===== src/rtl/fxp_mult_pipe.sv =====
// fxp_mult_pipe: pipelined signed fixed-point multiplier with valid/ready on both sides.
//   The product is rounded to nearest, with exact halves rounded toward +inf.
//   Stage 0 registers the full product. Middle stages only retime it. The last stage
//   registers the rounded (and optionally limited) result.
//   Optional feature macro: FXP_MULT_SAT_EN. When defined, results outside the
//   OutWidth range saturate and raise ovf_o. When undefined, results wrap and ovf_o is 0.
// Ports:
//   clk_i, rst_i          clock (rising edge), async active-high reset
//   s_valid_i, s_ready_o  operand handshake; a_i is Q(AWidth-APoint).APoint, b_i is likewise
//   m_valid_o, m_ready_i  result handshake
//   m_o, ovf_o            product Q(OutWidth-OutPoint).OutPoint, overflow flag
// OutWidth must not exceed AWidth+BWidth+1.
module fxp_mult_pipe #(
  parameter int unsigned AWidth   = 16,
  parameter int unsigned BWidth   = 16,
  parameter int unsigned OutWidth = 16,
  parameter int unsigned APoint   = 10,
  parameter int unsigned BPoint   = 10,
  parameter int unsigned OutPoint = 10,
  parameter int unsigned Stages   = 2
) (
  input  logic                clk_i,
  input  logic                rst_i,
  input  logic                s_valid_i,
  output logic                s_ready_o,
  input  logic [AWidth-1:0]   a_i,
  input  logic [BWidth-1:0]   b_i,
  output logic                m_valid_o,
  input  logic                m_ready_i,
  output logic [OutWidth-1:0] m_o,
  output logic                ovf_o
);

  localparam int unsigned PW  = AWidth + BWidth;
  localparam int unsigned Lsb = (APoint + BPoint >= OutPoint) ? APoint + BPoint - OutPoint : 0;

  if (APoint + BPoint < OutPoint) begin : g_bad_point
    $error("fxp_mult_pipe: APoint+BPoint must be >= OutPoint");
  end
  if (Stages < 1) begin : g_bad_stages
    $error("fxp_mult_pipe: Stages must be >= 1");
  end

  // Handshake control
  logic [Stages-1:0] v_q, v_in, en, ld;

  // en[k]: stage k may load this cycle (empty, or its content leaves now).
  // A running scalar is used so the ripple is not a self-dependent vector.
  always_comb begin
    logic e;
    en = '0;
    e  = !v_q[Stages-1] || m_ready_i;
    en[Stages-1] = e;
    for (int k = int'(Stages) - 2; k >= 0; k--) begin
      e     = !v_q[k] || e;
      en[k] = e;
    end
  end

  always_comb begin
    v_in    = '0;
    v_in[0] = s_valid_i;
    for (int k = 1; k < int'(Stages); k++) begin
      v_in[k] = v_q[k-1];
    end
  end

  assign ld        = en & v_in;
  assign s_ready_o = en[0] && !rst_i;
  assign m_valid_o = v_q[Stages-1];

  always_ff @(posedge clk_i or posedge rst_i) begin
    if (rst_i) begin
      v_q <= '0;
    end else begin
      v_q <= (en & v_in) | (~en & v_q);
    end
  end

  // Multiply and retiming
  logic signed [PW-1:0] prod, last_p;
  assign prod = PW'($signed(a_i)) * PW'($signed(b_i));

  if (Stages == 1) begin : g_single
    assign last_p = prod;
  end else begin : g_retime
    logic signed [PW-1:0] p_q [Stages-1];
    always_ff @(posedge clk_i or posedge rst_i) begin
      if (rst_i) begin
        for (int k = 0; k < int'(Stages) - 1; k++) begin
          p_q[k] <= '0;
        end
      end else begin
        if (ld[0]) begin
          p_q[0] <= prod;
        end
        for (int k = 1; k < int'(Stages) - 1; k++) begin
          if (ld[k]) begin
            p_q[k] <= p_q[k-1];
          end
        end
      end
    end
    assign last_p = p_q[Stages-2];
  end

  // Rounding, one extra bit so the half-LSB add cannot overflow
  logic signed [PW:0] r;
  if (Lsb > 0) begin : g_round
    localparam logic signed [PW:0] Half = (PW+1)'(1) << (Lsb - 1);
    logic signed [PW:0] rsum;
    assign rsum = $signed({last_p[PW-1], last_p}) + Half;
    assign r    = rsum >>> Lsb;
  end else begin : g_exact
    assign r = $signed({last_p[PW-1], last_p});
  end

  logic [OutWidth-1:0] m_d, m_q;

`ifdef FXP_MULT_SAT_EN
  logic fits, ovf_d, ovf_q;
  // Fits when all bits from the result sign bit upward agree.
  assign fits = (r[PW:OutWidth-1] == {(PW - OutWidth + 2){r[PW]}});

  always_comb begin
    m_d   = r[OutWidth-1:0];
    ovf_d = 1'b0;
    if (!fits) begin
      ovf_d = 1'b1;
      m_d   = r[PW] ? {1'b1, {(OutWidth-1){1'b0}}} : {1'b0, {(OutWidth-1){1'b1}}};
    end
  end

  always_ff @(posedge clk_i or posedge rst_i) begin
    if (rst_i) begin
      ovf_q <= 1'b0;
    end else if (ld[Stages-1]) begin
      ovf_q <= ovf_d;
    end
  end
  assign ovf_o = ovf_q;
`else
  logic unused_r_hi;
  assign m_d         = r[OutWidth-1:0];
  assign ovf_o       = 1'b0;
  assign unused_r_hi = ^r[PW:OutWidth];
`endif

  always_ff @(posedge clk_i or posedge rst_i) begin
    if (rst_i) begin
      m_q <= '0;
    end else if (ld[Stages-1]) begin
      m_q <= m_d;
    end
  end
  assign m_o = m_q;

endmodule

===== config.mk =====
export PLATFORM = sky130hd
export DESIGN_NAME = fxp_mult_pipe
export DESIGN_NICKNAME = d
export VERILOG_FILES = /design/src/rtl/fxp_mult_pipe.sv
export SDC_FILE = /design/constraint.sdc
export NUM_CORES = 1
export LEC_CHECK = 0
export BUFFER_PORTS_ARGS = -buffer_cell sky130_fd_sc_hd__buf_4
export CORE_MARGIN = 3
export CORE_UTILIZATION = 65
export CTS_CLUSTER_SIZE = 14
export DETAILED_ROUTE_END_ITERATION = 8
export PLACE_DENSITY = 0.84
export REMOVE_ABC_BUFFERS = 1
export SYNTH_ARGS = -nofsm -noshare
export SYNTH_HDL_FRONTEND = slang
export SYNTH_SLANG_ARGS = --single-unit

===== constraint.sdc =====
create_clock -name clk_i -period 1.6 [get_ports clk_i]
set_input_delay 0.32 -clock clk_i [delete_from_list [all_inputs] [get_ports clk_i]]
set_output_delay 0.32 -clock clk_i [all_outputs]
set_load 0.05 [all_outputs]

Yosys cells after proc, flatten, opt, wreduce, memory -nomap -nowiden. Index checks and enable logic that the tools add are counted. W data, S select, Z words.

Add/sub/neg operators: 1. $mul: 1. Divide/modulo/power cells: 0. Magnitude comparators: 0. Equality and inequality tests: 0. Shifts and indexed selects: 0. Multiplexer cells: 0. Bitwise gates (word level): 4. Reductions and logical operators: 6.

Operator list (count): $add A26 B11 Y26 const B (1); $mul A16 B16 Y26 (1); $and A2 B2 Y2 (2); $logic_not A1 Y1 (3); $logic_or A1 B1 Y1 (2); $not A2 Y2 (1); $or A2 B2 Y2 (1); $logic_and A1 B1 Y1 (1).

Register bits after elaboration: 44. Latch bits: 0. RAM bits: 0. Memory bits (read-only): 0. Input port bits: 36. Output and inout port bits: 19. Word-level logic and storage cells: 15. Memories kept: 0.

Depth between registers and ports, before layout.
Word-level depth: 6. Depth in mapped cells: 22. Gate-level depth less buffers: 21.

Worst setup path before layout. OpenSTA, ideal clock, no wires.

Path type: input to register. Start point: input port a_i[15]. End point: register g_retime.p_q[24] (netlist name). Setup time: 0.127 ns. Data arrival time: 5.525 ns. Data required time: 1.473 ns. Setup slack: -4.052 ns. Stages: 21. Path buffers: 1. Path through: clkbuf_1 -> nand2_1 -> inv_1 -> fa_1 -> inv_1 -> fa_1 -> inv_1 -> fa_1 -> fa_1 -> fa_1 -> inv_1 -> fa_1 -> inv_1 -> ha_1 -> o21a_1 -> o21ai_1 -> inv_1 -> a21o_1 -> or2_4 -> a2111oi_4 -> o31ai_2.

Cells in the longest elaborated chain, start to end: 1.

Ends and longest elaborated chain: from (decl) (RTL line 26) `input logic [AWidth-1:0] a_i,`; $mul A16 B16 Y26 (RTL line 82) `assign prod = PW'($signed(a_i)) * PW'($signed(b_i));`; to (signal, indexed assignment) (RTL line 99) `p_q[k] <= p_q[k-1];`; to (decl) (RTL line 87) `logic signed [PW-1:0] p_q [Stages-1];`.

No other way between the ends. A chain may end at the register's enable or synchronous reset.

Final worst setup path.
Start point: input port b_i[4]. End point: register g_retime.p_q[24] (netlist name).

Cells in the longest elaborated chain, start to end: 1.

Ends and longest elaborated chain: from (decl) (RTL line 27) `input logic [BWidth-1:0] b_i,`; $mul A16 B16 Y26 (RTL line 82).

No other way between the ends.

==> flow_summary_export.csv <==
group,metric,value,unit
yosys,synth-seq-cells,35,
clock_tree,clkTransAtPathRegs,0.05,ns
floorplan,coreArea,0.0146,mm2
clock_tree,clkSinkCount,35,
routing,ant_nets,0,
layout,drive_gt1_share,27.1,%
grt,gr-total-overflow,0,
yosys,syn_inst,1088,
sta,drv_slew,0,
yosys,synth_area_leaders,"fa_1 43%, inv_1 11%, ha_1 9.3%, dfrtp_1 9.0%, and2_1 7.4%",
yosys,yosysTopAreaCellShare,42.6,%
clock_tree,clockBufferDepth,2,
setup_path,max_stage_delay,0.56,ns
routing,drtIter0Drc,834,
sta,final.setup_skew,0.00319,ns
clock_tree,clock_latency,0.28,ns
layout,n_antenna_cell,0,
place,dp_hpwl,20100,um
grt,grt_max_degree,36,
run,cap_violations,0,
setup_path,cp_max_fo,16,
place,post_dp_cell_area,0.0113,mm2
setup_path,crit_path_top_delay_cell,"fa_1",
outcome,status,"finished, violations left",
grt,grt_pass1_wl,44400,um
routing,remaining_drc_errors,0,
layout,regArea,876,um2
floorplan,die_width,129,um
yosys,yosysWarningCount,0,
grt,antenna_found_initial,0,
min_path,worstHoldPathType,"input pin to async pin",
clock_tree,cts-root-buf,"clkbuf_16",
sta,hold_ws,0.144,ns
floorplan,row_count,44,
sta,final.setup.tns,-60.17,ns
floorplan,design.die.area,0.0165,mm2
sta,period_needed,5.39,ns
grt,grt_util_all_layers,34.3,%
setup_path,worstSetupPathType,"input pin to register",
setup_path,worstSetupStartpointType,"input pin",
yosys,synth_area,0.00978,mm2
setup_path,endpoint_kind,"register",
grt,grt_pass1_vias,9196,
yosys,ys_seq_area_share,8.96,%
sta,timing.fmax,0.186,GHz
clock_tree,cts_buffers,5,
sta,grt_setup_unrepaired,"yes",
floorplan,ios,55,
routing,routedWlPerCell,20.6,um
routing,viasPerCell,5.84,
floorplan,die_h,129,um
routing,wl,29700,um
clock_tree,cts_tree,"done",
layout,syn_to_final_growth,25.5,%
layout,n_fill_cell,721,
outcome,violations,"setup timing",
yosys,async_reset_ff_share,100,%
sta,hold_viol_final,0,
clock_tree,h-tree-depth,2,
yosys,synth_edf_count,0,
yosys,syn_area_per_cell,8.98,um2
layout,fin_nets,1573,
setup_path,crit_arrival,5.55,ns
place,io_buffer_count,53,
yosys,synth_largest_area_cell,"fa_1",
routing,vias,8421,
yosys,synth_ff_type,"dfrtp_1",
sta,fin_crit_sh,337,%
setup_path,required,1.76,ns
sta,fin_ws,-3.79,ns
sta,finalSetupViolations,17,
layout,design_area,0.0123,mm2
yosys,synth.distinct_cells,54,
place,gp_congestion,0.906,
layout,multi_input_area,0.00822,mm2
floorplan,initial_core_util,66.8,%
routing,first_pass_iters,5,
setup_path,path_cells,"buf_12, and2_1, fa_1, inv_1, fa_2, fa_2, inv_2, fa_2, fa_1, inv_1, fa_1, inv_1, ha_1, or3_1, o22ai_2, or2_4, a211oi_4, or2_4, a2111oi_4, o31ai_2",
layout,final_util,83.8,%
-- logic make-up (layout without fill, tap and decap cells) --
| family | count (synthesis) | count (layout) | synth area share (%) |
|---|---|---|---|
| buf+inv | 314 | 483 | 12.1 |
| flops | 35 | 35 | 8.96 |
| other cells | 1 | 1 | 0.0384 |
| xor+xnor | 47 | 47 | 4.21 |
| simple gates | 331 | 331 | 16.8 |
| mux | 2 | 2 | 0.230 |
| compound gates | 77 | 77 | 5.73 |
| fa+ha+maj | 281 | 281 | 51.9 |
-- cells in the mapped netlist (2+ instances only) --
master	count
inv_1	274
fa_1	208
nand2_1	159
and2_1	115
ha_1	73
clkbuf_1	36
dfrtp_1	35
xnor2_1	31
o21ai_0	27
nor2_1	18
xor2_1	16
a21oi_1	13
nand3_1	11
nand2b_1	6
a21o_1	5
and3_1	4
nand4_1	4
o21a_1	4
o21ai_1	4
o31ai_2	3
a211oi_1	2
a21oi_2	2
and4_1	2
buf_1	2
mux2_2	2
nor2b_1	2
o31ai_1	2
or2_4	2
-- worst max-delay path, delay by kind of cell --
family | cells | cell delay (ns)
AOI/OAI and AO/OA | 4 | 0.67
adders and majority gates | 7 | 3.22
and+or+nand+nor | 4 | 0.96
buffers and inverters | 5 | 0.37
-- path summary, 6_finish.rpt --
| check | startpoint | to | slack [ns] | depth (start not counted) |
|---|---|---|---|---|
| max | b_i[4] | g_retime.p_q[24] | -3.79 | 20 |
| min | rst_i | async pin | 0.14 | 3 |
| max reg2reg | register | g_retime.p_q[16] | 0.07 | 5 |
| min reg2reg | m_o[14] | m_o[14] | 0.48 | 2 |
| max in group asynchronous | rst_i | m_o[2] | 1.14 | 3 |
| min in group clk_i | s_valid_i | register | 0.25 | 2 |
-- final cells by class --
| class | instances | area share, % |
|---|---|---|
| multi-input combinational | 739 | 67.0 |
| timing repair buffer | 200 | 14.3 |
| inverter | 275 | 8.44 |
| clock buffer | 8 | 1.27 |
| tap | 184 | 1.88 |
| sequential | 35 | 7.14 |
-- per-stage QoR --
| step | std cells | setup WS (ns) |
|---|---|---|
| global placement | 1417 | -3.97 |
| CTS | 1439 | -3.68 |
| detailed placement | 1417 | -4.10 |
| floorplan | 1049 | -3.87 |
| finish | 1441 | -3.79 |
| global route | 1441 | -3.89 |
-- registers in the layout (all words and copies together) (netlist names), named ones only --
| name | count |
|---|---|
| g_retime.p_q | 17 |
| m_o | 16 |
-- routing by layer --
layer / routed length [um] / GRT usage [%] / vias to the layer above
li1: - / - / 3519
met1: 10400 / 41.5 / 4191
met2: 15100 / 61.4 / 535
met3: 2610 / 6.02 / 176
met4: 1600 / 13.4 / 0
met5: 0 / 0 / -
-- layout by cell type (no fill, tap or decap), types with 5 or more instances in the layout --
master     count
a21o_1         5
nor2_1        12
buf_8          5
and2_1       101
nand2_1      148
ha_1          62
buf_4        152
buf_12         6
dfrtp_1       35
buf_6         37
o21ai_1       11
fa_2          20
inv_2         25
a21oi_1        5
and2_4        15
nand2_2        5
inv_1        249
nand2_4        6
fa_1         188
nand3_1       11
xor2_1        15
ha_4          10
o21ai_0       17
nand2b_1       6
xnor2_1       28
a21oi_2        6
clkbuf_16      5
-- timing repair --
action	in CTS	in global routing
pin swaps	76	43
hold buffers	0	0
resized for setup	124	78
endpoints found under the setup margin	17	19
setup buffers	14	2
Power is not shown: default switching activity piles up to over one toggle a cycle in this logic, so the estimate is an artifact.
